File: config.mk
export PLATFORM = sky130hd
export DESIGN_NAME = mem_port_arbiter_flat
export DESIGN_NICKNAME = d
export VERILOG_FILES = /design/src/rtl/mem_port_arbiter_if.sv /design/src/rtl/mem_port_arbiter.sv /design/src/flat_wrapper.sv
export SDC_FILE = /design/constraint.sdc
export NUM_CORES = 1
export LEC_CHECK = 0
export ABC_AREA = 1
export BUFFER_PORTS_ARGS = -buffer_cell sky130_fd_sc_hd__buf_4
export CORE_AREA = 2 2 352 354
export DETAILED_ROUTE_END_ITERATION = 6
export DIE_AREA = 0 0 354 356
export PLACE_DENSITY = 0.3
export SLEW_MARGIN = 20
export SYNTH_ARGS = -nofsm -noshare
export SYNTH_HDL_FRONTEND = slang
export SYNTH_SLANG_ARGS = --single-unit
File: constraint.sdc
create_clock -name clk -period 1.15 [get_ports clk]
set_input_delay 0.23 -clock clk [delete_from_list [all_inputs] [get_ports clk]]
set_output_delay 0.23 -clock clk [all_outputs]
set_load 0.05 [all_outputs]
File: src/rtl/mem_port_arbiter_if.sv
// Memory port bundle: command, write-data and response channels.
// "master" is the requester side (drives commands and write data),
// "slave" is the memory side (drives responses).
interface mem_port_arbiter_if #(
  parameter int unsigned ADDR_BITS = 26,
  parameter int unsigned TAG_W     = 5,
  parameter int unsigned DATA_BITS = 128
);
  logic                 req_cmd_valid;
  logic                 req_cmd_ready;
  logic                 req_cmd_bits_rw;
  logic [ADDR_BITS-1:0] req_cmd_bits_addr;
  logic [TAG_W-1:0]     req_cmd_bits_tag;
  logic                 req_data_valid;
  logic                 req_data_ready;
  logic [DATA_BITS-1:0] req_data_bits_data;
  logic                 resp_valid;
  logic                 resp_ready;
  logic [TAG_W-1:0]     resp_bits_tag;
  logic [DATA_BITS-1:0] resp_bits_data;

  modport master (
    output req_cmd_valid, req_cmd_bits_rw, req_cmd_bits_addr, req_cmd_bits_tag,
    output req_data_valid, req_data_bits_data, resp_ready,
    input  req_cmd_ready, req_data_ready, resp_valid, resp_bits_tag, resp_bits_data
  );

  modport slave (
    input  req_cmd_valid, req_cmd_bits_rw, req_cmd_bits_addr, req_cmd_bits_tag,
    input  req_data_valid, req_data_bits_data, resp_ready,
    output req_cmd_ready, req_data_ready, resp_valid, resp_bits_tag, resp_bits_data
  );
endinterface

File: src/rtl/mem_port_arbiter.sv
// Two-client arbiter sharing one memory port. Commands are granted in IDLE,
// a write command locks the data channel to its issuer for the whole burst,
// and the client index is appended as the command tag MSB so responses can be
// steered back. Define MEM_ARB_RR_EN for round-robin; otherwise client 0 has
// fixed priority.
module mem_port_arbiter #(
  parameter int unsigned ADDR_BITS  = 26,
  parameter int unsigned TAG_BITS   = 5,
  parameter int unsigned DATA_BITS  = 128,
  parameter int unsigned DATA_BEATS = 4
) (
  input logic               clk,
  input logic               reset,
  mem_port_arbiter_if.slave  io_in0,
  mem_port_arbiter_if.slave  io_in1,
  mem_port_arbiter_if.master io_out
);

  localparam int unsigned BeatW = (DATA_BEATS > 1) ? $clog2(DATA_BEATS) : 1;
  localparam logic [BeatW-1:0] LastBeat = BeatW'(DATA_BEATS - 1);

  localparam logic [0:0] StIdle  = 1'b0;
  localparam logic [0:0] StWdata = 1'b1;

  logic [0:0]       state_q, state_d;
  logic             owner_q, owner_d;
  logic [BeatW-1:0] beat_q, beat_d;
`ifdef MEM_ARB_RR_EN
  logic             prio_q, prio_d;
`endif

  logic gnt;
  logic idle;
  logic wdata;
  logic cmd_fire;
  logic data_fire;
  logic resp_sel;

  assign idle  = (state_q == StIdle) && !reset;
  assign wdata = (state_q == StWdata) && !reset;

  // Grant selection; stable while the granted client waits since prio only moves on a fire.
  always_comb begin
`ifdef MEM_ARB_RR_EN
    gnt = prio_q ? io_in1.req_cmd_valid : !io_in0.req_cmd_valid;
`else
    gnt = !io_in0.req_cmd_valid;
`endif
  end

  // Command channel mux; only open in IDLE.
  always_comb begin
    io_out.req_cmd_valid     = idle && (gnt ? io_in1.req_cmd_valid : io_in0.req_cmd_valid);
    io_out.req_cmd_bits_rw   = gnt ? io_in1.req_cmd_bits_rw : io_in0.req_cmd_bits_rw;
    io_out.req_cmd_bits_addr = gnt ? io_in1.req_cmd_bits_addr : io_in0.req_cmd_bits_addr;
    io_out.req_cmd_bits_tag  = {gnt, (gnt ? io_in1.req_cmd_bits_tag : io_in0.req_cmd_bits_tag)};
    io_in0.req_cmd_ready     = idle && !gnt && io_out.req_cmd_ready;
    io_in1.req_cmd_ready     = idle && gnt && io_out.req_cmd_ready;
  end

  // Write-data mux; connected to the burst owner only while in WDATA.
  always_comb begin
    io_out.req_data_valid     = wdata &&
                                (owner_q ? io_in1.req_data_valid : io_in0.req_data_valid);
    io_out.req_data_bits_data = owner_q ? io_in1.req_data_bits_data
                                        : io_in0.req_data_bits_data;
    io_in0.req_data_ready     = wdata && !owner_q && io_out.req_data_ready;
    io_in1.req_data_ready     = wdata && owner_q && io_out.req_data_ready;
  end

  // Response steering by the tag MSB, independent of arbitration state.
  always_comb begin
    resp_sel              = io_out.resp_bits_tag[TAG_BITS];
    io_in0.resp_valid     = !reset && !resp_sel && io_out.resp_valid;
    io_in1.resp_valid     = !reset && resp_sel && io_out.resp_valid;
    io_in0.resp_bits_tag  = io_out.resp_bits_tag[TAG_BITS-1:0];
    io_in1.resp_bits_tag  = io_out.resp_bits_tag[TAG_BITS-1:0];
    io_in0.resp_bits_data = io_out.resp_bits_data;
    io_in1.resp_bits_data = io_out.resp_bits_data;
    io_out.resp_ready     = !reset && (resp_sel ? io_in1.resp_ready : io_in0.resp_ready);
  end

  assign cmd_fire  = io_out.req_cmd_valid && io_out.req_cmd_ready;
  assign data_fire = io_out.req_data_valid && io_out.req_data_ready;

  // Next-state: enter WDATA on a write command, leave after the last beat fires.
  always_comb begin
    state_d = state_q;
    owner_d = owner_q;
    beat_d  = beat_q;
`ifdef MEM_ARB_RR_EN
    prio_d  = prio_q;
`endif
    case (state_q)
      StIdle: begin
        if (cmd_fire) begin
`ifdef MEM_ARB_RR_EN
          prio_d = !gnt;
`endif
          if (io_out.req_cmd_bits_rw) begin
            owner_d = gnt;
            beat_d  = '0;
            state_d = StWdata;
          end
        end
      end
      default: begin
        if (data_fire) begin
          if (beat_q == LastBeat) begin
            beat_d  = '0;
            state_d = StIdle;
          end else begin
            beat_d = beat_q + BeatW'(1);
          end
        end
      end
    endcase
  end

  // State registers with synchronous reset; reset aborts any burst in flight.
  always_ff @(posedge clk) begin
    if (reset) begin
      state_q <= StIdle;
      owner_q <= 1'b0;
      beat_q  <= '0;
`ifdef MEM_ARB_RR_EN
      prio_q  <= 1'b0;
`endif
    end else begin
      state_q <= state_d;
      owner_q <= owner_d;
      beat_q  <= beat_d;
`ifdef MEM_ARB_RR_EN
      prio_q  <= prio_d;
`endif
    end
  end

endmodule

File: src/flat_wrapper.sv
// flat-port wrapper written by rule: the top's interface ports become plain ports
module mem_port_arbiter_flat 
#(
  parameter int unsigned ADDR_BITS  = 26,
  parameter int unsigned TAG_BITS   = 5,
  parameter int unsigned DATA_BITS  = 128,
  parameter int unsigned DATA_BEATS = 4
)
  (clk, reset, io_in0_req_cmd_valid, io_in0_req_cmd_bits_rw, io_in0_req_cmd_bits_addr, io_in0_req_cmd_bits_tag, io_in0_req_data_valid, io_in0_req_data_bits_data, io_in0_resp_ready, io_in0_req_cmd_ready, io_in0_req_data_ready, io_in0_resp_valid, io_in0_resp_bits_tag, io_in0_resp_bits_data, io_in1_req_cmd_valid, io_in1_req_cmd_bits_rw, io_in1_req_cmd_bits_addr, io_in1_req_cmd_bits_tag, io_in1_req_data_valid, io_in1_req_data_bits_data, io_in1_resp_ready, io_in1_req_cmd_ready, io_in1_req_data_ready, io_in1_resp_valid, io_in1_resp_bits_tag, io_in1_resp_bits_data, io_out_req_cmd_valid, io_out_req_cmd_bits_rw, io_out_req_cmd_bits_addr, io_out_req_cmd_bits_tag, io_out_req_data_valid, io_out_req_data_bits_data, io_out_resp_ready, io_out_req_cmd_ready, io_out_req_data_ready, io_out_resp_valid, io_out_resp_bits_tag, io_out_resp_bits_data);
  mem_port_arbiter_if #(.ADDR_BITS(ADDR_BITS), .TAG_W(5), .DATA_BITS(DATA_BITS)) io_in0_i ();
  mem_port_arbiter_if #(.ADDR_BITS(ADDR_BITS), .TAG_W(5), .DATA_BITS(DATA_BITS)) io_in1_i ();
  mem_port_arbiter_if #(.ADDR_BITS(ADDR_BITS), .TAG_W(6), .DATA_BITS(DATA_BITS)) io_out_i ();
  input logic clk;
  input logic reset;
  input wire logic [$bits(io_in0_i.req_cmd_valid)-1:0] io_in0_req_cmd_valid;
  input wire logic [$bits(io_in0_i.req_cmd_bits_rw)-1:0] io_in0_req_cmd_bits_rw;
  input wire logic [$bits(io_in0_i.req_cmd_bits_addr)-1:0] io_in0_req_cmd_bits_addr;
  input wire logic [$bits(io_in0_i.req_cmd_bits_tag)-1:0] io_in0_req_cmd_bits_tag;
  input wire logic [$bits(io_in0_i.req_data_valid)-1:0] io_in0_req_data_valid;
  input wire logic [$bits(io_in0_i.req_data_bits_data)-1:0] io_in0_req_data_bits_data;
  input wire logic [$bits(io_in0_i.resp_ready)-1:0] io_in0_resp_ready;
  output wire logic [$bits(io_in0_i.req_cmd_ready)-1:0] io_in0_req_cmd_ready;
  output wire logic [$bits(io_in0_i.req_data_ready)-1:0] io_in0_req_data_ready;
  output wire logic [$bits(io_in0_i.resp_valid)-1:0] io_in0_resp_valid;
  output wire logic [$bits(io_in0_i.resp_bits_tag)-1:0] io_in0_resp_bits_tag;
  output wire logic [$bits(io_in0_i.resp_bits_data)-1:0] io_in0_resp_bits_data;
  input wire logic [$bits(io_in1_i.req_cmd_valid)-1:0] io_in1_req_cmd_valid;
  input wire logic [$bits(io_in1_i.req_cmd_bits_rw)-1:0] io_in1_req_cmd_bits_rw;
  input wire logic [$bits(io_in1_i.req_cmd_bits_addr)-1:0] io_in1_req_cmd_bits_addr;
  input wire logic [$bits(io_in1_i.req_cmd_bits_tag)-1:0] io_in1_req_cmd_bits_tag;
  input wire logic [$bits(io_in1_i.req_data_valid)-1:0] io_in1_req_data_valid;
  input wire logic [$bits(io_in1_i.req_data_bits_data)-1:0] io_in1_req_data_bits_data;
  input wire logic [$bits(io_in1_i.resp_ready)-1:0] io_in1_resp_ready;
  output wire logic [$bits(io_in1_i.req_cmd_ready)-1:0] io_in1_req_cmd_ready;
  output wire logic [$bits(io_in1_i.req_data_ready)-1:0] io_in1_req_data_ready;
  output wire logic [$bits(io_in1_i.resp_valid)-1:0] io_in1_resp_valid;
  output wire logic [$bits(io_in1_i.resp_bits_tag)-1:0] io_in1_resp_bits_tag;
  output wire logic [$bits(io_in1_i.resp_bits_data)-1:0] io_in1_resp_bits_data;
  output wire logic [$bits(io_out_i.req_cmd_valid)-1:0] io_out_req_cmd_valid;
  output wire logic [$bits(io_out_i.req_cmd_bits_rw)-1:0] io_out_req_cmd_bits_rw;
  output wire logic [$bits(io_out_i.req_cmd_bits_addr)-1:0] io_out_req_cmd_bits_addr;
  output wire logic [$bits(io_out_i.req_cmd_bits_tag)-1:0] io_out_req_cmd_bits_tag;
  output wire logic [$bits(io_out_i.req_data_valid)-1:0] io_out_req_data_valid;
  output wire logic [$bits(io_out_i.req_data_bits_data)-1:0] io_out_req_data_bits_data;
  output wire logic [$bits(io_out_i.resp_ready)-1:0] io_out_resp_ready;
  input wire logic [$bits(io_out_i.req_cmd_ready)-1:0] io_out_req_cmd_ready;
  input wire logic [$bits(io_out_i.req_data_ready)-1:0] io_out_req_data_ready;
  input wire logic [$bits(io_out_i.resp_valid)-1:0] io_out_resp_valid;
  input wire logic [$bits(io_out_i.resp_bits_tag)-1:0] io_out_resp_bits_tag;
  input wire logic [$bits(io_out_i.resp_bits_data)-1:0] io_out_resp_bits_data;
  assign io_in0_i.req_cmd_valid = io_in0_req_cmd_valid;
  assign io_in0_i.req_cmd_bits_rw = io_in0_req_cmd_bits_rw;
  assign io_in0_i.req_cmd_bits_addr = io_in0_req_cmd_bits_addr;
  assign io_in0_i.req_cmd_bits_tag = io_in0_req_cmd_bits_tag;
  assign io_in0_i.req_data_valid = io_in0_req_data_valid;
  assign io_in0_i.req_data_bits_data = io_in0_req_data_bits_data;
  assign io_in0_i.resp_ready = io_in0_resp_ready;
  assign io_in0_req_cmd_ready = io_in0_i.req_cmd_ready;
  assign io_in0_req_data_ready = io_in0_i.req_data_ready;
  assign io_in0_resp_valid = io_in0_i.resp_valid;
  assign io_in0_resp_bits_tag = io_in0_i.resp_bits_tag;
  assign io_in0_resp_bits_data = io_in0_i.resp_bits_data;
  assign io_in1_i.req_cmd_valid = io_in1_req_cmd_valid;
  assign io_in1_i.req_cmd_bits_rw = io_in1_req_cmd_bits_rw;
  assign io_in1_i.req_cmd_bits_addr = io_in1_req_cmd_bits_addr;
  assign io_in1_i.req_cmd_bits_tag = io_in1_req_cmd_bits_tag;
  assign io_in1_i.req_data_valid = io_in1_req_data_valid;
  assign io_in1_i.req_data_bits_data = io_in1_req_data_bits_data;
  assign io_in1_i.resp_ready = io_in1_resp_ready;
  assign io_in1_req_cmd_ready = io_in1_i.req_cmd_ready;
  assign io_in1_req_data_ready = io_in1_i.req_data_ready;
  assign io_in1_resp_valid = io_in1_i.resp_valid;
  assign io_in1_resp_bits_tag = io_in1_i.resp_bits_tag;
  assign io_in1_resp_bits_data = io_in1_i.resp_bits_data;
  assign io_out_req_cmd_valid = io_out_i.req_cmd_valid;
  assign io_out_req_cmd_bits_rw = io_out_i.req_cmd_bits_rw;
  assign io_out_req_cmd_bits_addr = io_out_i.req_cmd_bits_addr;
  assign io_out_req_cmd_bits_tag = io_out_i.req_cmd_bits_tag;
  assign io_out_req_data_valid = io_out_i.req_data_valid;
  assign io_out_req_data_bits_data = io_out_i.req_data_bits_data;
  assign io_out_resp_ready = io_out_i.resp_ready;
  assign io_out_i.req_cmd_ready = io_out_req_cmd_ready;
  assign io_out_i.req_data_ready = io_out_req_data_ready;
  assign io_out_i.resp_valid = io_out_resp_valid;
  assign io_out_i.resp_bits_tag = io_out_resp_bits_tag;
  assign io_out_i.resp_bits_data = io_out_resp_bits_data;
  mem_port_arbiter #(.ADDR_BITS(ADDR_BITS), .TAG_BITS(TAG_BITS), .DATA_BITS(DATA_BITS), .DATA_BEATS(DATA_BEATS)) u_core (.clk(clk), .reset(reset), .io_in0(io_in0_i), .io_in1(io_in1_i), .io_out(io_out_i));
endmodule
==> results.md <==
Run status:
- The run finished, with violations left.
- The final reports fail on negative setup slack.

Final layout:
- The non-filler instance count after layout is ~2800.
- The area of all placed cells without fillers is ~11000 sq um.
- The final cell utilization of the core is a little under a tenth.
- The filler cell count in the final layout is 14413.
- The footprint of the multi-input gates is ~3200 sq um.
- In the final design database the tool counted roughly 1600 nets.
- In the final layout, flip-flops and latches occupy about 85 sq um.
- The fraction of final layout cells with drive strength greater than 1 is 71.99%.
- The synthesis-to-finish area growth is 159.5%.

Setup path:
- The worst register-to-register path ends at u_core.beat_q[1].
- The endpoint required time on the critical path is about 920 ps.
- The critical path buffer and inverter count is 5.
- Counting cells, the worst reg-to-reg path comes to 7.
- The largest individual stage delay along the critical path comes from the cell dfxtp_4.
- For flop-to-flop paths, the worst setup slack is -170 ps.
- The worst setup path is launched from a flop.
- The family with the most delay on the worst path is buffers and inverters.
- The critical path is of the flop to output pin type.
- In this design, the critical path's most frequently occurring cell is buf_6.
- Traced cell by cell, the critical path runs through inv_6, buf_12, buf_6, buf_4, nand2_1, nand2_4, buf_6.
- The delay of the slowest cell on the worst path is about 370 ps.
- STA classifies the critical path endpoint as an output pin.
- STA puts the critical path data arrival time at between 1000 and 1500 ps.
- The largest fanout on the critical path is 7.
- The start of the worst register-to-register path is u_core.owner_q.

Die:
- The floorplan has about 130 rows.
- After floorplanning, the core was sized to cover between 100000 and 150000 sq um.
- The die extent in y is approximately 360 um.
- The die covers between 100000 and 150000 sq um.
- The die is 354 um wide.
- The initial core utilization is about 3.5%.
- The number of top-level pins is between 900 and 1000.

Pwr:
- IR analysis of the VDD net gives a maximum drop of 0.0004029 V.
- The power density over the cells is 616.4 nW/um^2.
- The part of the power in combinational logic is 89.6%.
- The clock network accounts for between 8 and 9% of the total power.
- The proportion of power drawn by flip-flops and latches is under 10%.
- Cell internal power was estimated by the tool at 3161 uW.
- For this design the static power due to leakage is around 0.005 uW.
- The net switching power of the design is 3741 uW.
- The switching power share of the total is 54.20%.

Drt:
- The vias per cell is 2.238.
- The detailed-route DRC error count is 0.
- In the final routed layout, each cell accounts on average for 20.12 um.
- The number of iterations in the first detailed-routing pass is 4.
- The number of nets still failing antenna checks after routing is 0.
- The routed layout has between 6000 and 7000 vias.
- Summed over all layers, the routed wires come to ~55 mm.
- In this run, the number of DRC markers left after iteration 0 of detailed routing was about 150.

Global routing:
- Entering global routing, the biggest net connects 35 pins.
- Across every metal layer, demand over resource in global routing totals 8.247%.
- The number of antenna violations at the first check in global routing is 4.
- The via count of the first global-routing pass came to between 6000 and 7000.
- The first global-routing pass estimated approximately 70 mm of wire.
- The remaining global-route overflow is 0.

Place:
- The number of buffers added on ports is ~500.
- Counting tap cells, the placed design contains a total of between 2000 and 3000 instances.
- The worst slack after detailed placement is -397.1 ps.
- In this run the cell area measured after placement is 9732 sq um.
- Summed over all nets, the half-perimeter wirelength after detailed placement is roughly 52 mm.
- At the end of routability-driven placement, the weighted congestion stood at between 0.7 and 0.8.

STA:
- The final-report max-slew violation count was 0.
- Setup repair after global routing could not meet its margin everywhere.
- For this run, the top clock speed supported by timing is slightly below 600 MHz.
- The clock arrives with a little under 4 ps of skew.
- The number of hold violations in the final report was 0.
- After layout, the worst setup slack is -554.7 ps.
- After layout, the worst path uses 148.2% of the clock period.
- After layout, the minimum clock period comes to 1705 ps.
- The transition time at the pin with the least slew margin is approximately 210 ps.
- The count of endpoints failing setup in the final report is around 170.
- Measured against its own limit, the worst slew margin works out to 85.90%.

Synth:
- Sequential elements use between 1.5 and 2% of the synthesized area.
- The number of flip-flops and latches in the synthesized netlist is 4.
- In the synthesized netlist, the number of instances is roughly 840.
- Synthesis instantiated 19 different standard cells from the library.
- The average instance in the mapped netlist occupies 5.156 sq um.
- Counting every net in the synthesized netlist gives between 1000 and 1500.
- The count of yosys warnings during synthesis is 0.
- The combined area of all synthesized cells is between 4000 and 5000 sq um.

Clocking:
- The cell at the root of the clock tree is clkbuf_16.
- TritonCTS built the clock tree.
- The clock slew at the register clock pins of the worst setup and hold paths is roughly 30 ps.
- The clock reaches the later pin of the worst-skew pair after about 230 ps.
- CTS built an H-tree with a depth of 1.
- In this run, CTS created clock tree buffers numbering 3.
- No sink is reached through more buffers than the 2 on the longest clock path.
- The number of sinks handled by clock tree synthesis is 4.
- In this run, post-CTS hold repair placed 0 buffers.

Worst hold path:
- The endpoint with the worst hold slack is u_core.owner_q.
- The launch instance of the worst min-delay path is io_in0_req_cmd_bits_rw.
- The cell depth of the worst hold path is 4.
- The classification of the worst-slack hold path is input pin to flop.

Run:
- Across the run, the number of max-cap violations was 0.
through the flow:
step | hold slack (ps) | setup TNS, ps | total power [uW]
3_5_place_dp | 460.5 | -45200 | 5632
2_1_floorplan | 382.3 | -446.4 | 5480
4_1_cts | 353.0 | -70860 | 6906
5_1_grt | 365.6 | -76040 | 7251
6_report | 326.5 | -63140 | 6902
3_3_place_gp | 460.5 | -45650 | 5680
worst max-delay path by stage:
stage | from | to | cells after the start | slack [ps]
floorplan | io_in0_req_cmd_valid | io_out_req_cmd_valid | 4 | -140
global placement | u_core.owner_q | io_out_req_data_bits_data[34] | 6 | -420
detailed placement | u_core.owner_q | io_out_req_data_bits_data[38] | 6 | -400
CTS | u_core.owner_q | io_out_req_data_bits_data[18] | 6 | -590
global route | u_core.owner_q | io_out_req_data_bits_data[94] | 7 | -610
finish | u_core.owner_q | io_out_req_data_bits_data[94] | 7 | -550
Yosys cell counts, drive strengths merged:
| master | n | share of area (%) |
|---|---|---|
| nand2 | 492 | 43 |
| buf | 295 | 50 |
| inv | 15 | 1.4 |
| clkbuf | 7 | 0.61 |
| a21oi | 6 | 0.70 |
| nor2 | 6 | 0.70 |
| nand3 | 5 | 0.99 |
| nor3 | 5 | 0.58 |
| dfxtp | 4 | 1.9 |
| ha | 1 | 0.29 |
| o21ai | 1 | 0.12 |
layer usage:
metal  share of wire (%)  global-route usage [%]  wire length (um)
met4                 1.4                  0.9831               767
met5               0.058                  0.1132                32
met3                  19                   7.042             10650
met1                  34                   8.412             19060
met2                  45                   13.16             24840
power by group through the flow:
stage	registers [uW]	logic [uW]	clock network (uW)
2_1_floorplan	157	5320	0
3_3_place_gp	161	5520	0
3_5_place_dp	161	5470	0
4_1_cts	159	6170	573
5_1_grt	161	6500	587
6_report	159	6180	562
sequential cells by signal, indices dropped and copies added (netlist names):
name,flops
u_core.state_q,1
u_core.beat_q,2
u_core.owner_q,1
tightest hold or removal path, delay by kind of cell:
kind | cells | cell delay [ps]
AOI/OAI and AO/OA | 1 | 40
and+or+nand+nor | 2 | 140
buffers and inverters | 1 | 100
area by class of cell:
class                           instances  area share (%)
Antenna cell                            1         0.02235
Clock buffer                            4          0.7039
Inverter                               15          0.6145
Multi-Input combinational cell        516           28.85
Sequential cell                         4          0.7598
Tap cell                             1637           18.29
Timing Repair Buffer                  575           50.76
timing repair:
action / in CTS / in global routing
setup buffers: 2 / 2
gates cloned: 1 / 0
resized for setup: 269 / 79
setup endpoints to repair: 171 / 172
pin swaps: 1 / 2
cells in the final DEF (no fill, tap or decap), drive strengths merged:
cell type and instances:
ha 1, o21ai 1, clkbuf 4, nor2 6, nand2 492, diode 1, a21oi 6, buf 575
inv 15, nand3 5, nor3 5, dfxtp 4
cells by family (layout without fill, tap and decap cells):
kind of cell | after synthesis | after routing | share of synthesized area [%]
AOI/OAI and AO/OA | 7 | 7 | 0.8117
adders and majority gates | 1 | 1 | 0.2899
buffers and inverters | 317 | 594 | 51.87
DFF | 4 | 4 | 1.856
other | 0 | 1 | 0
and+or+nand+nor | 508 | 508 | 45.17
Note: power is estimated with default switching activity, not from simulation.
